### config.mk
export PLATFORM = sky130hd
export DESIGN_NAME = spike_event_aggregator
export DESIGN_NICKNAME = d
export VERILOG_FILES = /design/src/rtl/spike_evt_pkg.sv /design/src/rtl/spike_evt_fifo.sv /design/src/rtl/spike_event_aggregator.sv
export SDC_FILE = /design/constraint.sdc
export NUM_CORES = 1
export LEC_CHECK = 0
export BUFFER_PORTS_ARGS = -buffer_cell sky130_fd_sc_hd__buf_2
export CELL_PAD_IN_SITES_DETAIL_PLACEMENT = 0
export CELL_PAD_IN_SITES_GLOBAL_PLACEMENT = 2
export CORE_MARGIN = 2
export CORE_UTILIZATION = 45
export DETAILED_ROUTE_END_ITERATION = 7
export GPL_TIMING_DRIVEN = 0
export PLACE_DENSITY_LB_ADDON = 0.3
export SKIP_CTS_REPAIR_TIMING = 1
export SLEW_MARGIN = 10
export SYNTH_ARGS = -nofsm -noshare
export SYNTH_HDL_FRONTEND = slang
export SYNTH_SLANG_ARGS = --single-unit
### constraint.sdc
create_clock -name clk -period 3.9 [get_ports clk]
set_input_delay 0.585 -clock clk [delete_from_list [all_inputs] [get_ports clk]]
set_output_delay 0.585 -clock clk [all_outputs]
set_load 0.01 [all_outputs]
### src/rtl/spike_evt_pkg.sv
// Shared types for the spike event aggregator: FSM states, event payload, vote popcount.
// Latency: n/a (types and a pure function only).
// Backpressure: n/a.
// Optional feature: SPIKE_EVT_MASK_EN adds the 4-bit detector mask {neo,ado,aso,ed} to the payload.
package spike_evt_pkg;

   typedef enum logic {
      ST_IDLE,
      ST_REFRACT
   } evt_state_t;

   // Payload carried next to the timestamp in every FIFO word.
   typedef struct packed {
      logic [2:0] votes;
`ifdef SPIKE_EVT_MASK_EN
      logic [3:0] mask;
`endif
   } evt_info_t;

   localparam int EVT_INFO_W = $bits(evt_info_t);

   function automatic logic [2:0] popcount4(input logic [3:0] f);
      return {2'b00, f[3]} + {2'b00, f[2]} + {2'b00, f[1]} + {2'b00, f[0]};
   endfunction

endpackage

### src/rtl/spike_evt_fifo.sv
// Synchronous first-word-fall-through FIFO with occupancy level.
// Latency: a write is visible at rd_dat the cycle after it is written; read data is combinational from the head.
// Backpressure: writes are refused when full unless a read retires in the same cycle; reads while empty are ignored.
// Ports: clk, rst (async active-low), wr_en/wr_dat, rd_en/rd_dat (zero when empty), full, empty, level.
module spike_evt_fifo #(
   parameter int WIDTH = 8,
   parameter int DEPTH = 16
) (
   input  logic                     clk,
   input  logic                     rst,
   input  logic                     wr_en,
   input  logic [WIDTH-1:0]         wr_dat,
   input  logic                     rd_en,
   output logic [WIDTH-1:0]         rd_dat,
   output logic                     full,
   output logic                     empty,
   output logic [$clog2(DEPTH):0]   level
);

   localparam int AW = $clog2(DEPTH);

   logic [WIDTH-1:0] mem [DEPTH];
   logic [AW:0]      wr_ptr;
   logic [AW:0]      rd_ptr;
   logic             rd_fire;
   logic             wr_fire;

   // Pointers carry one extra MSB so full and empty are distinguishable.
   assign level   = wr_ptr - rd_ptr;
   assign empty   = (wr_ptr == rd_ptr);
   assign full    = (level == (AW+1)'(DEPTH));
   assign rd_fire = rd_en & ~empty;
   // A full FIFO still takes a write when the head leaves in the same cycle.
   assign wr_fire = wr_en & (~full | rd_fire);
   assign rd_dat  = empty ? '0 : mem[rd_ptr[AW-1:0]];

   always_ff @(posedge clk or negedge rst) begin
      if (!rst) begin
         wr_ptr <= '0;
         rd_ptr <= '0;
      end else begin
         if (wr_fire) wr_ptr <= wr_ptr + (AW+1)'(1);
         if (rd_fire) rd_ptr <= rd_ptr + (AW+1)'(1);
      end
   end

   // Storage needs no reset: the head is masked to zero whenever empty.
   always_ff @(posedge clk) begin
      if (wr_fire) mem[wr_ptr[AW-1:0]] <= wr_dat;
   end

endmodule

### src/rtl/spike_event_aggregator.sv
// Fuses four detector flags by vote count, applies a refractory lockout, timestamps and buffers events.
// Latency: a hit on cycle N into an empty buffer shows evt_valid on cycle N+1 (first-word-fall-through).
// Backpressure: evt_valid/evt_ready stream; head held while stalled; events arriving at a full buffer are dropped and counted.
// Ports: clk, rst (async active-low), sample_en, spike_neo/ado/aso/ed in; evt_valid, evt_ready(in), evt_ts,
//        evt_votes, evt_mask (only with SPIKE_EVT_MASK_EN), fifo_level, drop_cnt (saturating) out.
module spike_event_aggregator
   import spike_evt_pkg::*;
#(
   parameter int TS_W        = 32,
   parameter int FIFO_DEPTH  = 16,
   parameter int VOTE_MIN    = 2,
   parameter int REFRACT_SMP = 30,
   parameter int DROP_W      = 16
) (
   input  logic                          clk,
   input  logic                          rst,
   input  logic                          sample_en,
   input  logic                          spike_neo,
   input  logic                          spike_ado,
   input  logic                          spike_aso,
   input  logic                          spike_ed,
   output logic                          evt_valid,
   input  logic                          evt_ready,
   output logic [TS_W-1:0]               evt_ts,
   output logic [2:0]                    evt_votes,
`ifdef SPIKE_EVT_MASK_EN
   output logic [3:0]                    evt_mask,
`endif
   output logic [$clog2(FIFO_DEPTH):0]   fifo_level,
   output logic [DROP_W-1:0]             drop_cnt
);

   localparam int RC_W = (REFRACT_SMP > 1) ? $clog2(REFRACT_SMP) : 1;
   localparam logic [RC_W-1:0] RC_LOAD = RC_W'(REFRACT_SMP - 1);

   typedef struct packed {
      logic [TS_W-1:0] ts;
      evt_info_t       info;
   } evt_word_t;

   evt_state_t      state, state_nxt;
   logic [RC_W-1:0] rcnt, rcnt_nxt;
   logic [TS_W-1:0] ts;
   logic [3:0]      flags;
   logic [2:0]      votes;
   logic            hit;
   logic            push;
   logic            pop;
   logic            drop;
   logic            fifo_full;
   logic            fifo_empty;
   evt_word_t       wr_word;
   evt_word_t       rd_word;

   assign flags = {spike_neo, spike_ado, spike_aso, spike_ed};
   assign votes = popcount4(flags);
   assign hit   = sample_en & (votes >= 3'(VOTE_MIN));

   // Lockout counts samples, not clock cycles: without sample_en nothing advances.
   always_comb begin
      state_nxt = state;
      rcnt_nxt  = rcnt;
      push      = 1'b0;
      unique case (state)
         ST_IDLE: begin
            if (hit) begin
               push      = 1'b1;
               rcnt_nxt  = RC_LOAD;
               state_nxt = ST_REFRACT;
            end
         end
         ST_REFRACT: begin
            if (sample_en) begin
               if (rcnt == '0) state_nxt = ST_IDLE;
               else            rcnt_nxt  = rcnt - RC_W'(1);
            end
         end
         default: state_nxt = ST_IDLE;
      endcase
   end

   always_ff @(posedge clk or negedge rst) begin
      if (!rst) begin
         state <= ST_IDLE;
         rcnt  <= '0;
         ts    <= '0;
      end else begin
         state <= state_nxt;
         rcnt  <= rcnt_nxt;
         if (sample_en) ts <= ts + TS_W'(1);
      end
   end

   // The event carries the timestamp of its own sample (pre-increment value).
   always_comb begin
      wr_word            = '0;
      wr_word.ts         = ts;
      wr_word.info.votes = votes;
`ifdef SPIKE_EVT_MASK_EN
      wr_word.info.mask  = flags;
`endif
   end

   spike_evt_fifo #(
      .WIDTH ($bits(evt_word_t)),
      .DEPTH (FIFO_DEPTH)
   ) u_fifo (
      .clk    (clk),
      .rst    (rst),
      .wr_en  (push),
      .wr_dat (wr_word),
      .rd_en  (evt_ready),
      .rd_dat (rd_word),
      .full   (fifo_full),
      .empty  (fifo_empty),
      .level  (fifo_level)
   );

   assign pop  = evt_ready & ~fifo_empty;
   assign drop = push & fifo_full & ~pop;

   always_ff @(posedge clk or negedge rst) begin
      if (!rst) begin
         drop_cnt <= '0;
      end else if (drop && (drop_cnt != '1)) begin
         drop_cnt <= drop_cnt + DROP_W'(1);
      end
   end

   assign evt_valid = ~fifo_empty;
   assign evt_ts    = rd_word.ts;
   assign evt_votes = rd_word.info.votes;
`ifdef SPIKE_EVT_MASK_EN
   assign evt_mask  = rd_word.info.mask;
`endif

endmodule

# After elaboration in Yosys (flattened, before gate mapping)
# Memories as Yosys holds them, arrays and structs flattened.
# Cells that the tools add are included.
word_totals:
  memories: 1
  latchBits: 0
  inputBits: 8
  ramBits: 560
  reg_bits: 64
  elab_cells: 48
  romBits: 0
  output_inout_bits: 57
mem_list:
  columns: ["name", "words", "width", "read_ports", "rd_ports_with_merged_regs", "wr", "line", "text"]
  rows:
  - ["u_fifo.mem", 16, 35, 1, 0, 1, "spike_evt_fifo.sv:22", "logic [WIDTH-1:0] mem [DEPTH];"]
op_classes:
  magnitude_cmp: 1
  reduce_logical: 3
  bitwise_logic: 10
  addsub: 9
  n_eq_ne: 6
  n_mul: 0
  n_mux: 12
  div: 0
  shifts: 0
ops:
  columns: ["operator", "n"]
  rows:
  - ["$mux 35", 1]
  - ["$add 32x1->32 const B", 1]
  - ["$add 16x1->16 const B", 1]
  - ["$ne 16x16->1 const B", 1]
  - ["$mux 5", 3]
  - ["$add 5x1->5 const B", 2]
  - ["$pmux 5 s2", 1]
  - ["$mux 1", 6]
  - ["$ne 2x2->1 const B", 3]
  - ["$and 1x1->1", 5]
  - ["$eq 5x5->1", 1]
  - ["$eq 5x5->1 const B", 1]
  - ["$logic_not 5->1", 1]
  - ["$sub 5x1->5 const B", 1]
  - ["$sub 5x5->5", 1]
  - ["$not 1->1", 4]
  - ["$add 2x1->3", 1]
  - ["$add 3x1->3", 1]
  - ["$ge 3x2->1 const B", 1]
  - ["$reduce_and 3->1", 1]
  - ["$add 1x1->2", 1]
  - ["$pmux 1 s2", 1]
  - ["$logic_and 1x1->1", 1]
  - ["$or 1x1->1", 1]

# Logic depth before layout (Yosys ltp)
logic_depth:
  word_depth: 10
  ltp_mapped: 12
  ltp_nobuf: 12

# Cells and area by module
# From an unflattened synthesis, not the netlist that was laid out.
hier_totals:
  hier_cells: 1268
  hier_area_um2: 24999.0
modules_own_cells:
  columns: ["module", "area_each_um2", "n_inst", "cells_each", "seq_area_each_um2"]
  rows:
  - ["spike_evt_fifo", 22281.4, 1, 1018, 17066.4]
  - ["spike_event_aggregator", 2717.6, 1, 250, 1351.3]

# Least setup slack after synthesis
# No wires, ideal clock.
synth_timing:
  path_type: "reg2reg"
  start: "register u_fifo.rd_ptr[1]"
  end: "memory u_fifo.mem[3][0] (netlist name) (enable)"
  synth_period_minus_slack_ps: 3739
  setup_slack_ps: 161
  setup_time_ps: 396
  path_stages_with_launch: 11
  t_arrival_ps: 3344
  path_cell_list: "dfrtp_1 -> clkbuf_1 -> clkinv_1 -> clkbuf_1 -> ha_1 -> nand2_1 -> o21ai_0 -> xor2_1 -> o21a_1 -> clkbuf_1 -> and3_1"
synth_via:
  elab_chain_len: 7
  elab_cells_between_ends: 10
synth_lines:
  columns: ["item", "line", "text"]
  rows:
  - ["from (decl)", "spike_evt_fifo.sv:24", "logic [AW:0] rd_ptr;"]
  - ["from (signal assigned)", "spike_evt_fifo.sv:43", "if (rd_fire) rd_ptr <= rd_ptr + (AW+1)'(1);"]
  - ["$sub 5x5->5", "spike_evt_fifo.sv:29", "assign level = wr_ptr - rd_ptr;"]
  - ["named net fifo_level[3]", "spike_event_aggregator.sv:29", "output logic [$clog2(FIFO_DEPTH):0] fifo_level,"]
  - ["$eq 5x5->1", "spike_evt_fifo.sv:31", "assign full = (level == (AW+1)'(DEPTH));"]
  - ["$not 1->1", "spike_evt_fifo.sv:34", "assign wr_fire = wr_en & (~full | rd_fire);"]
  - ["$or 1x1->1", "spike_evt_fifo.sv:34", null]
  - ["$and 1x1->1", "spike_evt_fifo.sv:34", null]
  - ["$mux 1", "spike_evt_fifo.sv:49", "if (wr_fire) mem[wr_ptr[AW-1:0]] <= wr_dat;"]
  - ["$mux 1 (not written as such)", "spike_evt_fifo.sv:49", null]
  - ["to (decl)", "spike_evt_fifo.sv:22", null]
# The timed path passes the listed nets, and every way through them passes these cells.

# Worst setup path after layout
layout_timing:
  start: "register u_fifo.rd_ptr[1]"
  end: "output port evt_ts[7]"
layout_via:
  elab_chain_len: 2
  elab_cells_between_ends: 3
layout_lines:
  columns: ["item", "line", "text"]
  rows:
  - ["$mem_v2 16x35 or $eq 5x5->1 (tied branches)", null, null]
  - ["$mux 35 (*)", "spike_evt_fifo.sv:35", "assign rd_dat = empty ? '0 : mem[rd_ptr[AW-1:0]];"]
  - ["to (decl)", "spike_event_aggregator.sv:24", "output logic [TS_W-1:0] evt_ts,"]
# Mark *: on every way between the ends. The rest lies on a longest branch, timed or not.

==> results.json <==
{
  "outcome": "finished, final reports clean",
  "port_buffers": 64,
  "dieArea_mm2": 0.0565,
  "grt_pass1_wl_mm": 82.1,
  "swShare_pct": 30.1,
  "antenna_found_initial": 0,
  "dp_hpwl_mm": 34.6,
  "io_pins": 65,
  "stdcell_count": 2153,
  "dr.pass1.iters": 5,
  "syn_area_per_cell_um2": 19.8,
  "clock_sinks": 624,
  "drt_iter0_drc": 1114,
  "synth_ff_type": "edfxtp_1",
  "fin_worst_skew_ns": 0.0204,
  "power_density_mw_per_mm2": 661,
  "syn2layout_area_growth_pct": 16.5,
  "drc": 0,
  "die_x_um": 238,
  "tightest_slew_ns": 1.00,
  "clk_pin_slew_ns": 0.06,
  "gp_congestion": 0.716,
  "fin_setup_tns_ns": 0,
  "nets": 1431,
  "ant_nets": 0,
  "rsz0062_at_grt": "yes",
  "grt_pass1_vias": 12700,
  "ys_seq_area_share_pct": 75.0,
  "cp.arrival_ns": 3.18,
  "required_ns": 3.31,
  "p_switching_uw": 5680,
  "clock_power_share_pct": 32.1,
  "overflow": 0,
  "seq_power_share_pct": 41.4,
  "dp.cells": 2019,
  "slew_violations": 0,
  "clk_latency_ns": 0.59,
  "finalCritPeriodShare_pct": 96.5,
  "finalHoldViolCount": 0,
  "numCtsBuffers": 66,
  "pwr-share-comb_pct": 26.4,
  "grt.total_usage_pct": 20.2,
  "num_antenna_cells": 0,
  "cp_max_fo": 11,
  "period_needed_ns": 3.76,
  "route.vias.total": 12200,
  "ys_ff_latch": 624,
  "cts_tree": "yes",
  "finalHoldWorstSlack_ns": 0.372,
  "max_slew_margin_pct": 32.4,
  "min_path_type": "in -> reg",
  "critPathLaunchType": "register",
  "p_leak_uw": 0.00933,
  "final_common_cell": "edfxtp_1",
  "coreArea_mm2": 0.0539,
  "synth_cells": 1242,
  "synth-edff-count": 560,
  "num_rows": 85,
  "max_cap_viol_count": 0,
  "h-tree-depth": 3,
  "post_drt_wl_per_cell_um": 25.5,
  "netlist_area_mm2": 0.0246,
  "start_util_pct": 45.5,
  "crit_type": "reg -> out",
  "cts-root-buf": "clkbuf_16",
  "syn_nets": 1268,
  "wl_mm": 54.8,
  "fp.dieH_um": 238,
  "fmax_mhz": 266,
  "layout-drive-gt1-share_pct": 26.6,
  "yosysUniqueCellTypes": 40,
  "grt_max_degree": 36,
  "rrSetupSlack_ns": 0.21,
  "cts_buffer_depth": 3,
  "crit_path_end_kind": "output pin",
  "final_cell_mix": "edfxtp_1, mux4_2, nand2_1, buf_2, clkbuf_16",
  "setup_viol": 0,
  "intPower_uw": 13200,
  "ir_drop_uv": 473,
  "yosys_warnings": 0,
  "async_flop_share_pct": 10.3,
  "viasPerCell": 5.66
}
==> synthesized netlist by cell type (5+ instances only) <==
| master | count | area share (%) |
|---|---|---|
| a211oi_1 | 35 | 1.1 |
| a21oi_1 | 5 | 0.10 |
| and3_1 | 59 | 1.5 |
| buf_2 | 17 | 0.35 |
| clkbuf_1 | 38 | 0.58 |
| dfrtp_1 | 64 | 6.5 |
| edfxtp_1 | 560 | 68 |
| ha_1 | 16 | 0.82 |
| inv_1 | 19 | 0.29 |
| mux2i_1 | 35 | 1.4 |
| mux4_2 | 140 | 13 |
| nand2_1 | 101 | 1.5 |
| nand3_1 | 22 | 0.45 |
| nand4_1 | 18 | 0.46 |
| nor2_1 | 13 | 0.20 |
| nor3_1 | 7 | 0.14 |
| xnor2_1 | 40 | 1.4 |
| xor2_1 | 20 | 0.71 |
==> critical path, cell delays in order (launching register included) <==
cell	delay [ns]
dfrtp_1	0.36
clkbuf_4	0.28
clkinvlp_4	0.20
buf_2	0.26
ha_1	0.34
nand4_1	0.17
nor2_4	0.31
clkbuf_4	0.34
a211oi_1	0.11
buf_2	0.21
==> per-stage QoR <==
stage	util [%]	setup WS, ns	area [µm²]	power [µW]
detailed placement	48.4	-1.32	26100	13000
finish	53.1	0.138	28600	18900
CTS	52.4	-1.98	28200	19100
floorplan	-	0.161	24600	11100
global placement	47.8	-2.15	25700	12900
global route	53.1	-0.0225	28600	19800
==> final cells by class <==
type                       instances  area (µm²)
buffer                            58         292
timing repair buffer              96         923
multi-input combinational        539        5920
tap                              696         871
sequential                       624       18400
inverter                          20        78.8
fill                            4208       25300
clock buffer                      94        1880
clock inverter                    26         229
==> path summary, 6_finish.rpt <==
path | cells after the start | endpoint | from
min | 3 | u_fifo.rd_ptr[3] | evt_ready
min in group asynchronous | 2 | ts[27] | rst
max reg2reg | 11 | u_fifo.mem[2][28] | u_fifo.rd_ptr[1]
max | 9 | evt_ts[7] | u_fifo.rd_ptr[1]
min reg2reg | 1 | u_fifo.wr_ptr[4] | u_fifo.wr_ptr[4]
max in group asynchronous | 3 | u_fifo.rd_ptr[2] | rst
==> cells by family after synthesis <==
family | after synthesis | share of synthesized area [%]
buffers and inverters | 79 | 1.31
adder cells (fa/ha/maj) | 18 | 0.978
multiplexers | 178 | 14.4
XOR/XNOR | 60 | 2.14
AO/OA/AOI/OAI | 46 | 1.31
AND/OR/NAND/NOR | 237 | 4.87
flip-flops | 624 | 75.0
==> sequential cells by signal, summed over array words and instances, names as in the netlist <==
signal         flops
u_fifo.rd_ptr      5
ts                32
drop_cnt          16
state              1
u_fifo.mem       560
rcnt               5
u_fifo.wr_ptr      5
==> power groups by stage <==
stage / combinational [µW] / sequential, µW / clock (µW)
floorplan: 3210 / 7840 / 0
global placement: 5000 / 7920 / 0
detailed placement: 5050 / 7940 / 0
CTS: 5070 / 7800 / 6210
global route: 5460 / 7860 / 6460
finish: 5000 / 7830 / 6080
==> metal layers <==
layer  up-vias  global-route usage [%]  wire length, µm
li1       5342                       -                -
met1      6447                    28.0            23600
met2       318                    33.2            27300
met3        87                    3.46             2800
met4         0                    5.47             1160
met5         -                       0                0
Note: power is estimated with default switching activity, not from simulation.
